--- src/rtl/mux8_rr_arbiter.sv ---
// mux8_rr_arbiter
//   Round-robin arbiter and select sequencer for a shared 8:1 mux.
//   Picks one active requester per grant period and drives the mux select.
//   Caps how long a requester may hold the mux while others are waiting.
//   Gates the routed data bit with the grant-active flag.
//
// Ports
//   clk   : rising-edge clock
//   rst   : synchronous active-high reset
//   en    : arbitration enable; low releases any grant
//   req   : request per source, bit i = source i
//   in    : data bit per source, routed when that source is granted
//   sel   : registered mux select (index of current grantee)
//   grant : registered one-hot grant, zero when idle
//   valid : registered, high while a grant is active
//   out   : in[sel] AND valid (combinational)
module mux8_rr_arbiter #(
  parameter int MAX_HOLD = 4,
  parameter int HOLD_W   = 4
) (
  input  logic       clk,
  input  logic       rst,
  input  logic       en,
  input  logic [7:0] req,
  input  logic [7:0] in,
  output logic [2:0] sel,
  output logic [7:0] grant,
  output logic       valid,
  output logic       out
);

  typedef enum logic [0:0] {
    IDLE  = 1'b0,
    GRANT = 1'b1
  } state_t;

  localparam logic [HOLD_W-1:0] HOLD_MAX_C = HOLD_W'(MAX_HOLD);
  localparam logic [HOLD_W-1:0] HOLD_ONE_C = HOLD_W'(1);

  state_t            state_r;
  logic [2:0]        last_r;
  logic [HOLD_W-1:0] hold_cnt_r;

  logic [7:0]        start_mask_s;
  logic [3:0]        pick_all_s;   // {found, index} over every request
  logic [3:0]        pick_oth_s;   // {found, index} excluding the current grantee
  logic [2:0]        start_s;

  // Round-robin search: first set bit of mask scanning start, start+1, ... wrapping 7->0.
  // Iterating from the farthest offset down lets the nearest hit overwrite the result.
  function automatic logic [3:0] rr_pick(input logic [7:0] mask, input logic [2:0] start);
    logic [3:0] res;
    logic [2:0] idx;
    res = 4'b0000;
    for (int k = 7; k >= 0; k--) begin
      idx = start + 3'(k);
      if (mask[idx]) begin
        res = {1'b1, idx};
      end else begin
        res = res;
      end
    end
    return res;
  endfunction

  function automatic logic [7:0] onehot8(input logic [2:0] idx);
    return 8'b0000_0001 << idx;
  endfunction

  // Candidate selection for the next grant, searched from the source after the last grantee.
  always_comb begin
    start_s      = last_r + 3'd1;
    start_mask_s = req & ~grant;
    pick_all_s   = rr_pick(req, start_s);
    pick_oth_s   = rr_pick(start_mask_s, start_s);
  end

  // Arbitration state, grant registers and hold counter.
  always_ff @(posedge clk) begin
    if (rst) begin
      state_r    <= IDLE;
      sel        <= 3'd0;
      grant      <= 8'h00;
      valid      <= 1'b0;
      last_r     <= 3'd7;
      hold_cnt_r <= '0;
    end else begin
      case (state_r)
        IDLE: begin
          if (en && pick_all_s[3]) begin
            sel        <= pick_all_s[2:0];
            grant      <= onehot8(pick_all_s[2:0]);
            valid      <= 1'b1;
            last_r     <= pick_all_s[2:0];
            hold_cnt_r <= HOLD_ONE_C;
            state_r    <= GRANT;
          end else begin
            state_r <= IDLE;
          end
        end
        GRANT: begin
          if (!en) begin
            // sel and last are deliberately kept so fairness resumes where it left off
            grant   <= 8'h00;
            valid   <= 1'b0;
            state_r <= IDLE;
          end else if (!req[sel] || (hold_cnt_r >= HOLD_MAX_C)) begin
            if (pick_oth_s[3]) begin
              // release or hold expiry with someone waiting: hand over in the same edge
              sel        <= pick_oth_s[2:0];
              grant      <= onehot8(pick_oth_s[2:0]);
              last_r     <= pick_oth_s[2:0];
              hold_cnt_r <= HOLD_ONE_C;
            end else if (!req[sel]) begin
              grant   <= 8'h00;
              valid   <= 1'b0;
              state_r <= IDLE;
            end else begin
              // sole requester past its hold limit keeps the mux, counter saturates
              hold_cnt_r <= HOLD_MAX_C;
            end
          end else begin
            hold_cnt_r <= hold_cnt_r + HOLD_ONE_C;
          end
        end
        default: begin
          state_r <= IDLE;
          grant   <= 8'h00;
          valid   <= 1'b0;
        end
      endcase
    end
  end

  assign out = in[sel] & valid;

endmodule

--- config.mk ---
export PLATFORM = sky130hd
export DESIGN_NAME = mux8_rr_arbiter
export DESIGN_NICKNAME = d
export VERILOG_FILES = /design/src/rtl/mux8_rr_arbiter.sv
export SDC_FILE = /design/constraint.sdc
export NUM_CORES = 1
export LEC_CHECK = 0
export ABC_AREA = 0
export BUFFER_PORTS_ARGS = -buffer_cell sky130_fd_sc_hd__buf_2
export CAP_MARGIN = 10
export CORE_MARGIN = 5
export CORE_UTILIZATION = 50
export CTS_CLUSTER_DIAMETER = 150
export DETAILED_ROUTE_END_ITERATION = 7
export PLACE_DENSITY = 0.72
export SLEW_MARGIN = 20
export SYNTH_ARGS = -nofsm -noshare
export SYNTH_HDL_FRONTEND = slang
export SYNTH_SLANG_ARGS = --single-unit
--- constraint.sdc ---
create_clock -name clk -period 3.7 [get_ports clk]
set_clock_uncertainty 0.15 [all_clocks]
set_input_delay 0.37 -clock clk [delete_from_list [all_inputs] [get_ports clk]]
set_output_delay 0.37 -clock clk [all_outputs]
set_load 0.02 [all_outputs]
Word-level counts from Yosys, hierarchy flattened
Cells that the tools add are included.

operators by class
  add/sub/neg operators = 9
  order comparisons = 10
  eq/ne operators = 9
  shift operators = 2
  muxes and demuxes = 81
  bitwise gates (word level) = 4
  reductions and logical operators = 7

operators by type and width
  kind                                                                           count
  4-bit 2-to-1 mux                                                               21
  1-bit binary-select mux with 3-bit select                                      18
  8-bit 2-to-1 mux                                                               5
  3-bit by 4-bit less-than comparator with 1-bit output (second input constant)  9
  1-bit 2-to-1 mux                                                               28
  8-bit case mux with 2 select lines                                             1
  1-bit by 3-bit left shift with 8-bit output (first input constant)             2
  3-bit adder (second input constant)                                            4
  3-bit 2-to-1 mux                                                               4
  8-bit bitwise AND                                                              1
  8-bit NOT                                                                      1
  4-bit case mux with 2 select lines                                             1
  4-bit AND reduction                                                            2
  3-bit by 1-bit adder with 3-bit output (second input constant)                 2
  3-bit by 2-bit adder with 3-bit output (second input constant)                 2
  3-bit inequality test (second input constant)                                  2
  3-bit case mux with 2 select lines                                             1
  3-bit AND reduction                                                            2
  4-bit by 1-bit adder with 4-bit output (second input constant)                 1
  4-bit by 3-bit >= comparator with 1-bit output (second input constant)         1
  2-bit by 1-bit inequality test with 1-bit output (second input constant)       2
  2-bit inequality test (second input constant)                                  2
  4-bit by 3-bit inequality test with 1-bit output (second input constant)       1
  4-bit inequality test (second input constant)                                  1
  7 further kinds                                                                8

word-level totals
  register bits after elaboration = 20
  bits of input ports = 19

Logic depth before layout (Yosys ltp)
  depth after elaboration = 17
  mapped depth = 16
  gate-level depth less buffers = 10

Worst setup path before layout
Ideal clock, no wire load.

  path kind = reg-to-reg
  from = register last_r[0]
  to = register sel[0]
  arrival time = 3.621 ns
  setup slack = -0.204 ns
  cell stages (with the launch flop) = 15
  buffers on the path = 4
  clock period less this slack = 3.904 ns
  path through = dfxtp_1 -> buf_6 -> inv_1 -> buf_2 -> clkbuf_1 -> ha_1 -> mux4_2 -> mux2_2 -> or2_4 -> o41ai_4 -> or2b_1 -> and2_1 -> buf_6 -> nor2b_1 -> a211oi_2

between the ends
  word-level cells in the longest chain between the ends = 16

ends and longest elaborated chain
  element                                     line  text
  start: declaration                          41    logic [2:0] last_r;
  start signal: assignment                    94    last_r <= pick_all_s[2:0];
  start signal: assignment                    112   last_r <= pick_oth_s[2:0];
  3-bit by 1-bit adder with 3-bit output (*)  72    start_s = last_r + 3'd1;
  3-bit adder                                 56    idx = start + 3'(k);
  1-bit binary-select mux with 3-bit select   57    if (mask[idx]) begin
  1-bit 2-to-1 mux (implied by the code)      57
  4-bit 2-to-1 mux (8 in series)              57
  3-bit 2-to-1 mux                            108   if (pick_oth_s[3]) begin
  3-bit 2-to-1 mux                            107   end else if (!req[sel] || (hold_cnt_r >= HOLD_MAX_C)) begin
  3-bit 2-to-1 mux                            102   if (!en) begin
  3-bit case mux with 2 select lines          88    case (state_r)
  end signal: assignment                      91    sel <= pick_all_s[2:0];
  end signal: assignment                      110   sel <= pick_oth_s[2:0];
  end: declaration                            26    output logic [2:0] sel,

Mark *: on every way between the ends. The rest lies on a longest branch, timed or not. The select of a mux whose other input is x is not followed.
A chain may end at the register's enable or synchronous reset.

Worst setup path after layout
  from = register last_r[0]
  to = register grant[6]

between the ends
  word-level cells in the longest chain between the ends = 17

ends and longest elaborated chain
  element                                      line  text
  3-bit by 1-bit adder with 3-bit output (*)   72
  3-bit adder                                  56
  1-bit binary-select mux with 3-bit select    57
  1-bit 2-to-1 mux (implied by the code)       57
  4-bit 2-to-1 mux (8 in series)               57
  1-bit by 3-bit left shift with 8-bit output  67    return 8'b0000_0001 << idx;
  8-bit 2-to-1 mux                             108
  8-bit 2-to-1 mux                             107
  8-bit 2-to-1 mux                             102
  8-bit case mux with 2 select lines           88
  end signal: assignment                       92    grant <= onehot8(pick_all_s[2:0]);
  end signal: assignment                       111   grant <= onehot8(pick_oth_s[2:0]);
  end: declaration                             27    output logic [7:0] grant,

Marks and branches as above.

==> impl.org <==
** Die
- The die covers 7794 um^2.
- Vertical extent of the die :: just under 90 um
- The floorplan step set the die width to 88.29 um.
- Starting density of the core :: 51.45%
- Count of standard-cell rows :: 28
- In this run the standard cell core region covers 5956 um^2.
- 32 I/O pins were placed.

** Setup path
- Register-to-register setup slack :: 0.21 ns
- Data arrives at the worst endpoint at 3.50 ns.
- Along the worst path, the maximum fanout reaches 15.
- STA classifies the critical path startpoint as a register.
- The worst register-to-register path begins at last_r[0]$_SDFFE_PP1P_.
- End of the worst register-to-register path :: grant[6]$_SDFFE_PP0P_
- The critical path in this run is classified as reg2reg.
- Worst reg2reg path depth :: 11
- The worst setup path is captured at a register.
- STA puts the critical path data required time at roughly 3.7 ns.

** Placement
- Number of cells in the design after placement :: 438
- Routability-driven placement finished with a final weighted congestion of around 0.96.
- During placement, the flow inserted port buffers numbering 31.
- Detailed Place HPWL :: 6.845 mm

** Synth
- Counting flops and latches in the post-synthesis netlist gives 20.
- Net count after synthesis :: 362
- Averaged over all synthesized cells, the footprint is 9.012 um^2.
- Sequential elements use 13.07% of the synthesized area.
- Total number of yosys warnings :: 0
- The most used flip-flop cell after synthesis is dfxtp_1.
- The netlist uses slightly below 80 different library cells.
- Number of enable flip-flop cells after synthesis :: 0
- Proportion of synthesized flip-flops having asynchronous set or reset :: 0%
- Synthesized area :: 3064 um^2
- Synthesis produced a netlist whose cell count is 340.

** Routing
- Remaining antenna violation count :: 0
- Dividing the detail-routed via count by the number of cells gives a little under 7.
- Length of the first detailed-routing pass in iterations :: 5
- For this run, design rule violations remaining after detail routing come to 0.
- The first routing iteration left ~460 violations.
- Total detailed-routing wirelength :: 8.844 mm
- Detailed routing inserted a total of 3,033 vias.
- Routed wire length per instance :: 20.05 um

** STA
- Final critical-path share of the clock period :: 94.33%
- Setup repair after global routing missed its margin :: no
- The worst pin sits at a relative slew slack of 49.17%.
- Final setup violation count :: 0
- Final worst path period need :: between 3 and 4 ns
- Total negative slack for setup checks :: 0 ns
- Achievable clock frequency :: 286.5 MHz
- At the pin with the least slew margin, the transition time is 0.7544 ns.
- The final hold violation count came to 0.
- Count of pins over their slew limit :: 0

** Global routing
- GRT Resource Usage Total :: 23.30%
- Global-route wire length before repair :: around 14 mm
- Overflow left after global routing :: 0
- Entering global routing, the biggest net connects 22 pins.
- The initial antenna violation count came to 0.
- The number of global-route vias before repair is 2,808.

** Clocking
- Clock tree from TritonCTS :: done
- The root buffer cell chosen for the clock tree is clkbuf_8.
- After clock tree synthesis, the clock-pin slew on the worst setup and hold paths is ~0.07 ns.
- Bufs on Longest Clock Path :: 2
- The clock drives 20 sinks.
- In this run the number of H-tree levels came out at 1.
- Clock latency on the worst-skew pair, taken at its later pin, is 0.26 ns.
- Num CTS Buffers :: 3
- The number of setup buffers added after CTS is 0.

** Finish
- 0 antenna diodes ended up in the layout.
- Final cell count without fillers :: around 440
- Fill cell total of the finished layout :: between 500 and 600
- Area growth from synthesis to layout :: 8.942%
- Net total in the final layout :: 390
- Fraction of final layout cells sized beyond drive strength 1 :: 28.69%

** Min path
- Hold path startpoint :: hold_cnt_r[1]$_SDFFE_PP0P_
- The worst hold path belongs to the class reg2reg.
- Hold Path Depth :: 2
- For hold timing, the worst endpoint is hold_cnt_r[1]$_SDFFE_PP0P_.

** Outcome
- The run finished with clean final reports.

** Job
- The tool flagged a number of max-cap violations equal to 0.
==> logic make-up after synthesis <==
logic type               count (synthesis)  synth area share (%)
AO/OA/AOI/OAI                           98                 23.56
XOR/XNOR                                 6                 2.859
adder cells (fa/ha/maj)                  3                 1.225
buffers and inverters                   34                 6.860
flip-flops                              20                 13.07
multiplexers                            52                 29.15
AND/OR/NAND/NOR                        127                 23.28
==> synthesized netlist by cell type, types with 4 or more instances <==
cell,count,area share (%)
mux2_2,8,2.9
nor3b_1,4,0.98
a21oi_1,24,3.9
nand2b_1,12,2.4
clkbuf_1,5,0.61
o21ai_0,14,2.3
nand3_1,7,1.1
nand2_1,17,2.1
o22ai_1,4,0.82
buf_6,4,1.5
o21ai_1,4,0.65
nor2b_1,13,2.7
a221o_1,5,1.6
mux4_2,23,17
inv_1,8,0.98
buf_2,11,1.8
dfxtp_1,20,13
nor2_1,30,3.7
o211ai_1,4,0.98
a211oi_1,4,0.98
nor3_1,14,2.3
mux2i_1,14,4.6
==> critical path, stage by stage, from the launching register on <==
cell	delay [ns]
dfxtp_1	0.35
inv_1	0.09
ha_4	0.40
buf_4	0.22
mux4_2	0.57
mux2i_1	0.32
a21o_1	0.22
a2111oi_4	0.08
a211oi_2	0.43
nand2b_4	0.22
nor3_1	0.05
a211o_1	0.28
==> final cells by class <==
type                    count  area (um^2)  share of cell area, %
repair buffers             46        267.8                  8.021
clock buffers               3        41.29                  1.237
inverters                  11        43.79                  1.312
flip-flops and latches     20        400.4                  11.99
well taps                  75        93.84                  2.811
multi-input cells         286         2491                  74.63
==> what timing repair did <==
action / in CTS / in global routing
hold endpoints to repair: 0 / 0
endpoints found under the setup margin: 0 / 6
resized for setup: 0 / 4
hold buffers: 0 / 0
==> layout by cell type, fill, tap and decap left out, types with 3 or more instances in the layout <==
master    synthesis  layout
a211oi_1          4       4
a21boi_0          3       3
a21o_1            3       3
a21oi_1          24      23
a221o_1           5       5
a221oi_1          3       3
a31oi_1           3       3
and3_1            3       3
buf_2            11      31
buf_4             1      15
clkbuf_8          0       3
dfxtp_1          20      20
inv_1             8       8
mux2_2            8       8
mux2i_1          14      14
mux4_1            3       3
mux4_2           23      23
nand2_1          17      17
nand2b_1         12      12
nand3_1           7       7
nand4_1           3       3
nor2_1           30      30
nor2b_1          13      13
nor3_1           14      14
nor3b_1           4       4
o211ai_1          4       4
o21ai_0          14      14
o21ai_1           4       4
o22ai_1           4       4
==> stage by stage <==
| stage | utilization, % | hold slack [ns] | cell area (um^2) | setup WS [ns] |
|---|---|---|---|---|
| 6_report | 56.05 | 0.3343 | 3338 | 0.2097 |
| 5_1_grt | 56.05 | 0.3510 | 3338 | 0.03066 |
| 4_1_cts | 55.63 | 0.3369 | 3313 | 0.2244 |
| 3_5_place_dp | 54.94 | 0.3276 | 3272 | 0.2366 |
| 3_3_place_gp | 54.94 | 0.3123 | 3272 | 0.2709 |
| 2_1_floorplan | - | 0.3000 | 3080 | 0.02409 |
==> routing by layer <==
layer / track usage [%] / share of wire [%]
met1: 33.84 / 43
met2: 37.46 / 47
met3: 1.862 / 8.7
met4: 6.319 / 2.2
met5: 0 / 0
==> how the worst max path moves through the flow <==
stage	endpoint	cells after the start	startpoint	slack, ns
after global placement	grant[6]$_SDFFE_PP0P_	11	last_r[0]$_SDFFE_PP1P_	0.27
after detailed placement	sel[0]$_SDFFE_PP0P_	11	last_r[0]$_SDFFE_PP1P_	0.24
after global routing	grant[5]$_SDFFE_PP0P_	10	last_r[0]$_SDFFE_PP1P_	0.03
after floorplan	sel[0]$_SDFFE_PP0P_	14	last_r[0]$_SDFFE_PP1P_	0.02
final	grant[6]$_SDFFE_PP0P_	11	last_r[0]$_SDFFE_PP1P_	0.21
after CTS	grant[7]$_SDFFE_PP0P_	11	last_r[0]$_SDFFE_PP1P_	0.22
==> flip-flops by register name (all words and copies together), names as in the netlist <==
| register | count |
|---|---|
| last_r | 3 |
| state_r | 1 |
| grant | 8 |
| valid | 1 |
| hold_cnt_r | 4 |
| sel | 3 |
Power is left out: the tool's default activity adds up to more than one toggle a clock period on the data nets, which glitch-free logic cannot reach.
